--- config.mk ---
export PLATFORM = sky130hd
export DESIGN_NAME = lhrom_map_wbuf
export DESIGN_NICKNAME = d
export VERILOG_FILES = /design/src/rtl/lhrom_map_wbuf.sv
export SDC_FILE = /design/constraint.sdc
export NUM_CORES = 1
export LEC_CHECK = 0
export BUFFER_PORTS_ARGS = -buffer_cell sky130_fd_sc_hd__clkbuf_2
export CORE_MARGIN = 5
export CORE_UTILIZATION = 25
export DETAILED_ROUTE_END_ITERATION = 10
export PLACE_DENSITY_LB_ADDON = 0.12
export SLEW_MARGIN = 20
export SYNTH_ARGS = -nofsm -noshare
export SYNTH_HDL_FRONTEND = slang
export SYNTH_SLANG_ARGS = --single-unit
--- constraint.sdc ---
create_clock -name WCLK -period 3.8 [get_ports WCLK]
set_input_delay 0.95 -clock WCLK [delete_from_list [all_inputs] [get_ports WCLK]]
set_output_delay 0.95 -clock WCLK [all_outputs]
set_load 0.05 [all_outputs]
--- src/rtl/lhrom_map_wbuf.sv ---
`default_nettype none
// ============================================================================
// lhrom_map_wbuf : LoROM/HiROM/ExHiROM/96Mbit cartridge mapper with REQ/ACK
//                  ROM and BSRAM ports and a posted BSRAM write buffer.
//                  Optional: `LHROM_WBUF_FWD_EN forwards buffered writes to reads.
// Revision: 1.0
// ============================================================================
module lhrom_map_wbuf #(
    parameter int ROM_AW     = 24,
    parameter int RAM_AW     = 20,
    parameter int WBUF_DEPTH = 4
) (
    input  logic              WCLK,
    input  logic              RST_N,
    input  logic [23:0]       CA,
    input  logic [7:0]        DI,
    output logic [7:0]        DO,
    input  logic              CPURD_N,
    input  logic              CPUWR_N,
    input  logic              ROMSEL_N,
    input  logic              SYSCLKF_CE,
    input  logic              SYSCLKR_CE,
    input  logic [1:0]        MAP_CTRL,
    input  logic [ROM_AW-1:0] ROM_MASK,
    input  logic [RAM_AW-1:0] BSRAM_MASK,
    output logic              ROM_REQ,
    output logic [ROM_AW-1:0] ROM_ADDR,
    input  logic              ROM_ACK,
    input  logic [7:0]        ROM_Q,
    output logic              RAM_REQ,
    output logic              RAM_WE,
    output logic [RAM_AW-1:0] RAM_ADDR,
    output logic [7:0]        RAM_D,
    input  logic              RAM_ACK,
    input  logic [7:0]        RAM_Q,
    output logic              WBUF_FULL,
    output logic              WBUF_EMPTY,
    output logic              WBUF_DROP
);
    localparam int PW = $clog2(WBUF_DEPTH);
    localparam int CW = PW + 1;
    localparam int EW = RAM_AW + 8;

    localparam logic [1:0] C_SEL_NONE = 2'd0;
    localparam logic [1:0] C_SEL_ROM  = 2'd1;
    localparam logic [1:0] C_SEL_RAM  = 2'd2;

    localparam logic [1:0] C_ST_IDLE  = 2'd0;
    localparam logic [1:0] C_ST_ROMRD = 2'd1;
    localparam logic [1:0] C_ST_RAMRD = 2'd2;
    localparam logic [1:0] C_ST_DRAIN = 2'd3;

    logic [1:0]        state_q, state_d;
    logic              pend_q, pend_d;
    logic [1:0]        sel_q;
    logic [ROM_AW-1:0] rom_addr_q;
    logic [RAM_AW-1:0] ram_rd_addr_q;
    logic              rom_req_q, rom_req_d;
    logic              ram_req_q, ram_req_d;
    logic              ram_we_q, ram_we_d;
    logic [RAM_AW-1:0] ram_addr_q, ram_addr_d;
    logic [7:0]        ram_d_q, ram_d_d;
    logic [7:0]        rdata_q, rdata_d;
    logic [7:0]        openbus_q;
    logic [PW-1:0]     wr_ptr_q, rd_ptr_q;
    logic [CW-1:0]     count_q;
    logic              drop_q;
    logic [EW-1:0]     wbuf_mem_q [WBUF_DEPTH];

    logic [7:0]        w_bank;
    logic [23:0]       w_cart;
    logic [19:0]       w_ram_raw;
    logic              w_ram_win;
    logic              w_lo_win;
    logic              w_hi_win;
    logic              w_ram_hit;
    logic [1:0]        w_sel;
    logic [ROM_AW-1:0] w_rom_addr;
    logic [RAM_AW-1:0] w_ram_addr;
    logic              w_new_rd;
    logic [1:0]        w_rd_sel;
    logic [RAM_AW-1:0] w_rd_addr;
    logic              w_fwd_hit;
    logic [7:0]        w_fwd_data;
    logic [EW-1:0]     w_head;
    logic              w_empty;
    logic              w_full;
    logic              w_push;
    logic              w_do_push;
    logic              w_pop;

    assign w_bank   = CA[23:16];
    assign w_lo_win = ((w_bank >= 8'h70 && w_bank <= 8'h7D) || w_bank >= 8'hF0)
                      && !CA[15] && !ROMSEL_N;
    assign w_hi_win = (w_bank[6:5] == 2'b01) && (CA[15:13] == 3'b011);

    always_comb begin
        w_cart    = 24'h0;
        w_ram_raw = 20'h0;
        w_ram_win = 1'b0;
        case (MAP_CTRL)
            2'd0: begin
                w_cart    = {1'b0, ~CA[23], CA[22:16], CA[14:0]};
                w_ram_raw = {CA[20:16], CA[14:0]};
                w_ram_win = w_lo_win;
            end
            2'd1: begin
                w_cart    = {2'b00, CA[21:0]};
                w_ram_raw = {2'b00, CA[20:16], CA[12:0]};
                w_ram_win = w_hi_win;
            end
            2'd2: begin
                w_cart    = {1'b0, ~CA[23], CA[21:0]};
                w_ram_raw = {2'b00, CA[20:16], CA[12:0]};
                w_ram_win = w_hi_win;
            end
            default: begin
                w_cart    = CA[15] ? {1'b0, CA[23:16], CA[14:0]}
                                   : {2'b10, CA[23], CA[21:16], CA[14:0]};
                w_ram_raw = {2'b00, CA[20:16], CA[12:0]};
                w_ram_win = w_hi_win;
            end
        endcase
    end

    assign w_ram_hit  = w_ram_win && BSRAM_MASK[10];
    assign w_sel      = w_ram_hit ? C_SEL_RAM : (!ROMSEL_N ? C_SEL_ROM : C_SEL_NONE);
    assign w_rom_addr = ROM_AW'(w_cart) & ROM_MASK;
    assign w_ram_addr = RAM_AW'(w_ram_raw) & BSRAM_MASK;

    // A fresh bus cycle overrides any pending one: address registers always hold the latest.
    assign w_new_rd  = SYSCLKF_CE && !CPURD_N && (w_sel != C_SEL_NONE);
    assign w_rd_sel  = w_new_rd ? w_sel : sel_q;
    assign w_rd_addr = w_new_rd ? w_ram_addr : ram_rd_addr_q;

    assign w_head    = wbuf_mem_q[rd_ptr_q];
    assign w_empty   = (count_q == '0);
    assign w_full    = (count_q == CW'(WBUF_DEPTH));
    assign w_push    = SYSCLKR_CE && !CPUWR_N && (sel_q == C_SEL_RAM);
    assign w_do_push = w_push && (!w_full || w_pop);

`ifdef LHROM_WBUF_FWD_EN
    // Walk oldest to newest so the newest matching entry wins.
    always_comb begin
        w_fwd_hit  = 1'b0;
        w_fwd_data = 8'h00;
        for (int k = 0; k < WBUF_DEPTH; k++) begin
            if ((CW'(k) < count_q) &&
                (wbuf_mem_q[rd_ptr_q + PW'(k)][EW-1:8] == w_rd_addr)) begin
                w_fwd_hit  = 1'b1;
                w_fwd_data = wbuf_mem_q[rd_ptr_q + PW'(k)][7:0];
            end
        end
    end
`else
    assign w_fwd_hit  = 1'b0;
    assign w_fwd_data = 8'h00;
`endif

    always_comb begin
        state_d    = state_q;
        pend_d     = pend_q;
        rom_req_d  = rom_req_q;
        ram_req_d  = ram_req_q;
        ram_we_d   = ram_we_q;
        ram_addr_d = ram_addr_q;
        ram_d_d    = ram_d_q;
        rdata_d    = rdata_q;
        w_pop      = 1'b0;
        case (state_q)
            C_ST_IDLE: begin
                if (w_new_rd || pend_q) begin
                    pend_d = 1'b0;
                    if (w_rd_sel == C_SEL_ROM) begin
                        state_d   = C_ST_ROMRD;
                        rom_req_d = 1'b1;
                    end else if (w_fwd_hit) begin
                        rdata_d = w_fwd_data;
                    end else begin
                        state_d    = C_ST_RAMRD;
                        ram_req_d  = 1'b1;
                        ram_we_d   = 1'b0;
                        ram_addr_d = w_rd_addr;
                    end
                end else if (!w_empty) begin
                    state_d    = C_ST_DRAIN;
                    ram_req_d  = 1'b1;
                    ram_we_d   = 1'b1;
                    ram_addr_d = w_head[EW-1:8];
                    ram_d_d    = w_head[7:0];
                end
            end
            C_ST_ROMRD: begin
                if (SYSCLKF_CE) pend_d = w_new_rd;
                if (ROM_ACK) begin
                    rom_req_d = 1'b0;
                    rdata_d   = ROM_Q;
                    state_d   = C_ST_IDLE;
                end
            end
            C_ST_RAMRD: begin
                if (SYSCLKF_CE) pend_d = w_new_rd;
                if (RAM_ACK) begin
                    ram_req_d = 1'b0;
                    rdata_d   = RAM_Q;
                    state_d   = C_ST_IDLE;
                end
            end
            default: begin
                if (SYSCLKF_CE) pend_d = w_new_rd;
                if (RAM_ACK) begin
                    ram_req_d = 1'b0;
                    ram_we_d  = 1'b0;
                    w_pop     = 1'b1;
                    state_d   = C_ST_IDLE;
                end
            end
        endcase
    end

    always_ff @(posedge WCLK) begin
        if (!RST_N) begin
            state_q       <= C_ST_IDLE;
            pend_q        <= 1'b0;
            sel_q         <= C_SEL_NONE;
            rom_addr_q    <= '0;
            ram_rd_addr_q <= '0;
            rom_req_q     <= 1'b0;
            ram_req_q     <= 1'b0;
            ram_we_q      <= 1'b0;
            ram_addr_q    <= '0;
            ram_d_q       <= 8'h00;
            rdata_q       <= 8'hFF;
            openbus_q     <= 8'hFF;
            wr_ptr_q      <= '0;
            rd_ptr_q      <= '0;
            count_q       <= '0;
            drop_q        <= 1'b0;
        end else begin
            state_q    <= state_d;
            pend_q     <= pend_d;
            rom_req_q  <= rom_req_d;
            ram_req_q  <= ram_req_d;
            ram_we_q   <= ram_we_d;
            ram_addr_q <= ram_addr_d;
            ram_d_q    <= ram_d_d;
            rdata_q    <= rdata_d;
            drop_q     <= w_push && w_full && !w_pop;
            if (SYSCLKF_CE) begin
                sel_q         <= w_sel;
                rom_addr_q    <= w_rom_addr;
                ram_rd_addr_q <= w_ram_addr;
            end
            if (SYSCLKR_CE) openbus_q <= DI;
            if (w_do_push) wr_ptr_q <= wr_ptr_q + PW'(1);
            if (w_pop)     rd_ptr_q <= rd_ptr_q + PW'(1);
            if (w_do_push && !w_pop)      count_q <= count_q + CW'(1);
            else if (!w_do_push && w_pop) count_q <= count_q - CW'(1);
        end
    end

    always_ff @(posedge WCLK) begin
        if (w_do_push) wbuf_mem_q[wr_ptr_q] <= {ram_rd_addr_q, DI};
    end

    assign DO         = (sel_q != C_SEL_NONE) ? rdata_q : openbus_q;
    assign ROM_REQ    = rom_req_q;
    assign ROM_ADDR   = rom_addr_q;
    assign RAM_REQ    = ram_req_q;
    assign RAM_WE     = ram_we_q;
    assign RAM_ADDR   = ram_addr_q;
    assign RAM_D      = ram_d_q;
    assign WBUF_FULL  = w_full;
    assign WBUF_EMPTY = w_empty;
    assign WBUF_DROP  = drop_q;

endmodule
`default_nettype wire

==> results_dict.tcl, run 1 <==
set metrics [dict create \
    yosysWarnings 0 \
    tightest_slew_ns 0.925 \
    io_pins 169 \
    crit_type "flop to output pin" \
    max_slew_margin_pct 38.3 \
    dieHeight_um 203 \
    vias_per_cell 4.53 \
    final_nets 1040 \
    r2r-end "count_q[2]" \
    syn_to_final_growth_pct 25.3 \
    fill_cells 3751 \
    numCtsBuffers 27 \
    cts_resized 0 \
    hold_path_class "flop to flop" \
    synth_cells 762 \
    max_freq_ghz 0.321 \
    cts_setup_buffers 0 \
    slowest_delay_ns 0.60 \
    hpwl_mm 17.9 \
    final-max-slew-violation-count 0 \
    grt_max_degree 85 \
    avgSynthCellArea_sq_um 12.2 \
    arrival_ns 2.16 \
    rsz0062_at_grt "false" \
    grt_usage_pct 12.7 \
    crit_family "simple AND/OR/NAND/NOR gates" \
    fin_tns_setup_ns 0 \
    status "completed" \
    period_needed_ns 3.11 \
    synthesis.area_sq_mm 0.00928 \
    reg2reg_depth 10 \
    clock_skew_ns 0.0106 \
    critPathLaunch "sel_q[0]" \
    postSynthNetCount 875 \
    antenna_found_initial 0 \
    core_region_area_sq_mm 0.0366 \
    ant_nets 0 \
    synthFlopType "edfxtp_1" \
    num_rows 70 \
    ys_ff_latch 218 \
    critPathCapture "DO[6]" \
    cpMaxStageDelayCell "nor2_1" \
    drt_iter0_markers 293 \
    cts_tree "yes" \
    hold_buffers 0 \
    synth_top_area_share_pct 36.2 \
    ir_drop_v 0.000298 \
    power_density_mw_per_mm2 544 \
    synth.distinct_cells 50 \
    wirelength_mm 26.6 \
    final_cell_mix "167 x clkbuf_2, 112 x edfxtp_1, 104 x dfxtp_1" \
    layout_commonest_cell "clkbuf_2" \
    crit_buf_inv 1 \
    grt_overflow 0 \
    grt_pass1_wl_mm 40.7 \
    synth_edf_count 112 \
    clk_pin_slew_ns 0.06 \
    timing.hold.ws_ns 0.457 \
    seq_area_frac_synth_pct 59.1 \
    end_kind "output pin" \
    drive_above_1_share_pct 29.4 \
    io_buffers 168 \
    insertion_delay_ns 0.52 \
    vias 6408 \
    die_w_um 203 \
    cts_root_buf "clkbuf_16" \
    routedWlPerCell_um 18.8 \
    cp.required_ns 2.85 \
    cts_max_level 1 \
    final_hold_viol_count 0 \
    worstPathCellList "nor2_1 > mux2_2 > clkbuf_2" \
    hp-start "RAM_ADDR[4]" \
    worstPathMaxFanout 8 \
    grt_pass1_vias 6672 \
    die_area_sq_mm 0.0411 \
    crit_cells 3 \
    antenna_cells 0 \
    reg2reg_from "state_q[0]" \
    setup_viol 0 \
    cts_buffer_depth 3 \
    synth_top_area_cell "edfxtp_1" \
    firstDrtPassIters 4 \
    cts_sinks 218 \
    period_share_pct 81.9 \
    drc_errors 0 \
    reg2reg_slack_ns 1.48 \
    maxCapViolations 0 \
    ys_async_sr_fraction_pct 0 \
    leakagePower_uw 0.00456 \
    ys_top_cells_by_area "edfxtp_1 36%, dfxtp_1 23%, mux2i_1 8.4%" \
    initial_core_util_pct 25.4 \
    gp_congestion 0.752 \
    start_kind "flop" \
]
## how the worst min path moves through the flow
stage	cells past startpoint	endpoint	slack (ns)
2_1_floorplan	2	openbus_q[0]	0.44
3_3_place_gp	2	RAM_ADDR[2]	0.45
3_5_place_dp	2	RAM_WE	0.45
4_1_cts	2	RAM_ADDR[9]	0.46
5_1_grt	2	openbus_q[0]	0.48
6_report	2	RAM_ADDR[4]	0.46
## worst reg2reg max path: stages (launching register included)
cell	delay [ns]
dfxtp_1	0.38
ha_1	0.22
nand2_1	0.13
a21oi_1	0.15
buf_4	0.17
ha_1	0.18
inv_1	0.06
fa_1	0.37
xor2_1	0.16
or3_1	0.30
a21oi_1	0.13
## cell families after synthesis
family | share of synthesized area (%)
buffers and inverters | 2.41
adder cells (fa/ha/maj) | 1.43
AO/OA/AOI/OAI | 7.51
flip-flops | 59.1
AND/OR/NAND/NOR | 12.7
XOR/XNOR | 0.660
multiplexers | 16.2
## stage by stage
step | setup WS, ns | instances | area [sq um] | utilization, % | total power [uW]
finish | 0.686 | 1415 | 11600 | 31.8 | 6320
detailed placement | 0.590 | 1366 | 10700 | 29.2 | 3710
global route | 0.555 | 1415 | 11600 | 31.8 | 6630
global placement | 0.674 | 1366 | 10700 | 29.2 | 3710
floorplan | 0.641 | 762 | 9280 | - | 3390
CTS | 0.578 | 1415 | 11600 | 31.8 | 6450
## state kept, by name (all words and copies together) (netlist names), named ones only
signal,flops
sel_q,2
ram_rd_addr_q,20
pend_q,1
openbus_q,8
state_q,2
RAM_D,8
RAM_WE,1
ROM_REQ,1
RAM_REQ,1
wr_ptr_q,2
wbuf_mem_q,112
count_q,3
rdata_q,8
ROM_ADDR,24
RAM_ADDR,20
rd_ptr_q,2
WBUF_DROP,1
## final cells by class
type / count / area [sq um] / area share, %
tap: 468 / 586 / 5.03
inverter: 10 / 37.5 / 0.323
sequential: 218 / 5490 / 47.2
multi-input combinational: 487 / 3580 / 30.8
clock buffer: 30 / 697 / 5.99
clock inverter: 19 / 239 / 2.05
timing repair buffer: 183 / 1000 / 8.63
## metal layers
| layer | up-vias | share of wire [%] | global-route usage, % |
|---|---|---|---|
| met5 | - | 0 | 0 |
| met4 | 0 | 1.9 | 2.62 |
| met3 | 32 | 5.6 | 2.54 |
| met2 | 150 | 48 | 21.6 |
| met1 | 3091 | 44 | 16.7 |
| li1 | 3135 | - | - |
## report_power, final
| part | internal (uW) | switching [uW] |
|---|---|---|
| Combinational | 319 | 644 |
| Clock | 1660 | 1020 |
| Sequential | 2590 | 87.7 |
## Yosys cell counts, types with 2 or more instances
| library cell | instances |
|---|---|
| mux2i_1 | 78 |
| nor3b_1 | 2 |
| nand3_1 | 64 |
| xnor2_1 | 2 |
| o21ai_0 | 32 |
| clkbuf_1 | 36 |
| a21oi_2 | 2 |
| clkinv_1 | 2 |
| and4b_1 | 2 |
| a2111oi_0 | 2 |
| a21boi_0 | 5 |
| nor3_1 | 3 |
| edfxtp_1 | 112 |
| ha_1 | 9 |
| xor2_1 | 5 |
| a211oi_1 | 2 |
| mux2_2 | 8 |
| nand2b_1 | 41 |
| o211ai_1 | 15 |
| and3_1 | 2 |
| mux4_2 | 28 |
| a21oi_1 | 45 |
| dfxtp_1 | 106 |
| and2_1 | 4 |
| buf_2 | 5 |
| nand2_1 | 83 |
| nor2b_1 | 3 |
| buf_1 | 5 |
| nand4bb_1 | 2 |
| inv_1 | 8 |
| nor2_1 | 30 |
No activity file was read; power rests on OpenSTA's default activity.
==> run 2, diff against run 1 <==
==> constraint.sdc (replaced) <==
create_clock -name WCLK -period 2.65 [get_ports WCLK]
set_input_delay 0.6625 -clock WCLK [delete_from_list [all_inputs] [get_ports WCLK]]
set_output_delay 0.6625 -clock WCLK [all_outputs]
set_load 0.05 [all_outputs]
==> results_dict.tcl, run 2 (synthesis results as in run 1) <==
set metrics [dict create \
    status "completed" \
    end_kind "output pin" \
    grt_usage_pct 12.8 \
    grt_pass1_wl_mm 41.5 \
    die_w_um 203 \
    routedWlPerCell_um 18.8 \
    grt_pass1_vias 6698 \
    maxCapViolations 0 \
    hold_path_class "primary input to flop" \
    insertion_delay_ns 0.52 \
    cp.required_ns 1.99 \
    cts_resized 0 \
    pre_cts_ws_ns 0.0873 \
    drive_above_1_share_pct 29.9 \
    drc_errors 0 \
    final_cell_mix "167 x clkbuf_2, 112 x edfxtp_1, 104 x dfxtp_1" \
    power_density_mw_per_mm2 751 \
    grt_max_degree 61 \
    fill_cells 3747 \
    ir_drop_v 0.000488 \
    final_nets 1056 \
    layout_commonest_cell "clkbuf_2" \
    gp_congestion 0.745 \
    initial_core_util_pct 25.4 \
    final-max-slew-violation-count 0 \
    die_area_sq_mm 0.0411 \
    rsz0062_at_grt "false" \
    vias 6406 \
    largest_reg_flops 112 \
    leakagePower_uw 0.00462 \
    max_freq_ghz 0.399 \
    num_rows 70 \
    drt_iter0_markers 293 \
    cts_buffer_depth 3 \
    hold_buffers 0 \
    firstDrtPassIters 6 \
    core_region_area_sq_mm 0.0366 \
    hpwl_mm 18.2 \
    arrival_ns 1.84 \
    io_pins 169 \
    max_slew_margin_pct 45.7 \
    worstPathMaxFanout 4 \
    syn_to_final_growth_pct 26.1 \
    clk_pin_slew_ns 0.06 \
    p_total_uw 8790 \
    place_area_sq_mm 0.0109 \
    dieHeight_um 203 \
    largest-register "wbuf_mem_q" \
    cts_tree "yes" \
    period_needed_ns 2.50 \
    cts_setup_buffers 0 \
    start_kind "flop" \
    final_area_sq_mm 0.0117 \
    final.setup.worst_slack_ns 0.146 \
    ant_nets 0 \
    final_hold_viol_count 0 \
    fin_tns_setup_ns 0 \
    crit_type "flop to output pin" \
    io_buffers 168 \
    tightest_slew_ns 0.815 \
    clock_skew_ns 0.0105 \
    cts_max_level 1 \
    final_core_util_pct 32.0 \
    period_share_pct 94.5 \
    cts_sinks 218 \
    cts_root_buf "clkbuf_16" \
    numCtsBuffers 27 \
    antenna_cells 0 \
    antenna_found_initial 0 \
    grt_overflow 0 \
    vias_per_cell 4.47 \
    wirelength_mm 26.9 \
    setup_viol 0 \
]
## run 2: cell count changes in the layout (fill, tap and decap cells not counted), moves of 2 or more
| cell | before | now |
|---|---|---|
| clkbuf_1 | 2 | 13 |
| buf_12 | 4 | 6 |
| clkinv_2 | 6 | 3 |
| clkinv_4 | 2 | 0 |
| bufinv_16 | 5 | 1 |
| buf_4 | 11 | 25 |
| clkinvlp_4 | 3 | 0 |
| clkinv_1 | 3 | 1 |
| clkbuf_8 | 1 | 4 |
## run 2: worst max-delay path: stages, from the launching register on
cell,delay (ns)
dfxtp_1,0.36
nor3_1,0.56
clkbuf_2,0.41
## run 2: area by class of cell
type,count,area [sq um],area share (%)
sequential,218,5490,46.9
clock buffer,45,805,6.87
timing repair buffer,199,1150,9.81
multi-input combinational,487,3590,30.7
tap,468,586,5.00
clock inverter,5,53.8,0.460
inverter,10,37.5,0.321
## run 2: path summary, 6_finish.rpt
kind / from / end / slack (ns) / depth (start not counted)
worst min-delay path: DI[2] / wbuf_mem_q[2][2] / 0.39 / 1
worst max register to register: state_q[0] / count_q[2] / 0.46 / 9
worst min register to register: RAM_ADDR[2] / RAM_ADDR[2] / 0.46 / 2
worst max-delay path: count_q[0] / WBUF_EMPTY / 0.15 / 2
## run 2: through the flow
| stage | cells | hold WS [ns] |
|---|---|---|
| after detailed placement | 1382 | 0.452 |
| after global routing | 1432 | 0.370 |
| final | 1432 | 0.385 |
| after floorplan | 762 | 0.436 |
| after CTS | 1432 | 0.353 |
| after global placement | 1382 | 0.447 |
## run 2: routing by layer
layer	global-route usage [%]	vias to the layer above	wire length, um
met4	2.79	0	501
met1	17.5	3066	12600
met5	0	-	0
met3	2.38	29	1170
met2	21.3	152	12600
li1	-	3159	-
## run 2: power by group
group / switching [uW] / internal (uW) / total, uW
combinational: 936 / 486 / 1420
clock: 1390 / 2150 / 3540
sequential: 116 / 3710 / 3830
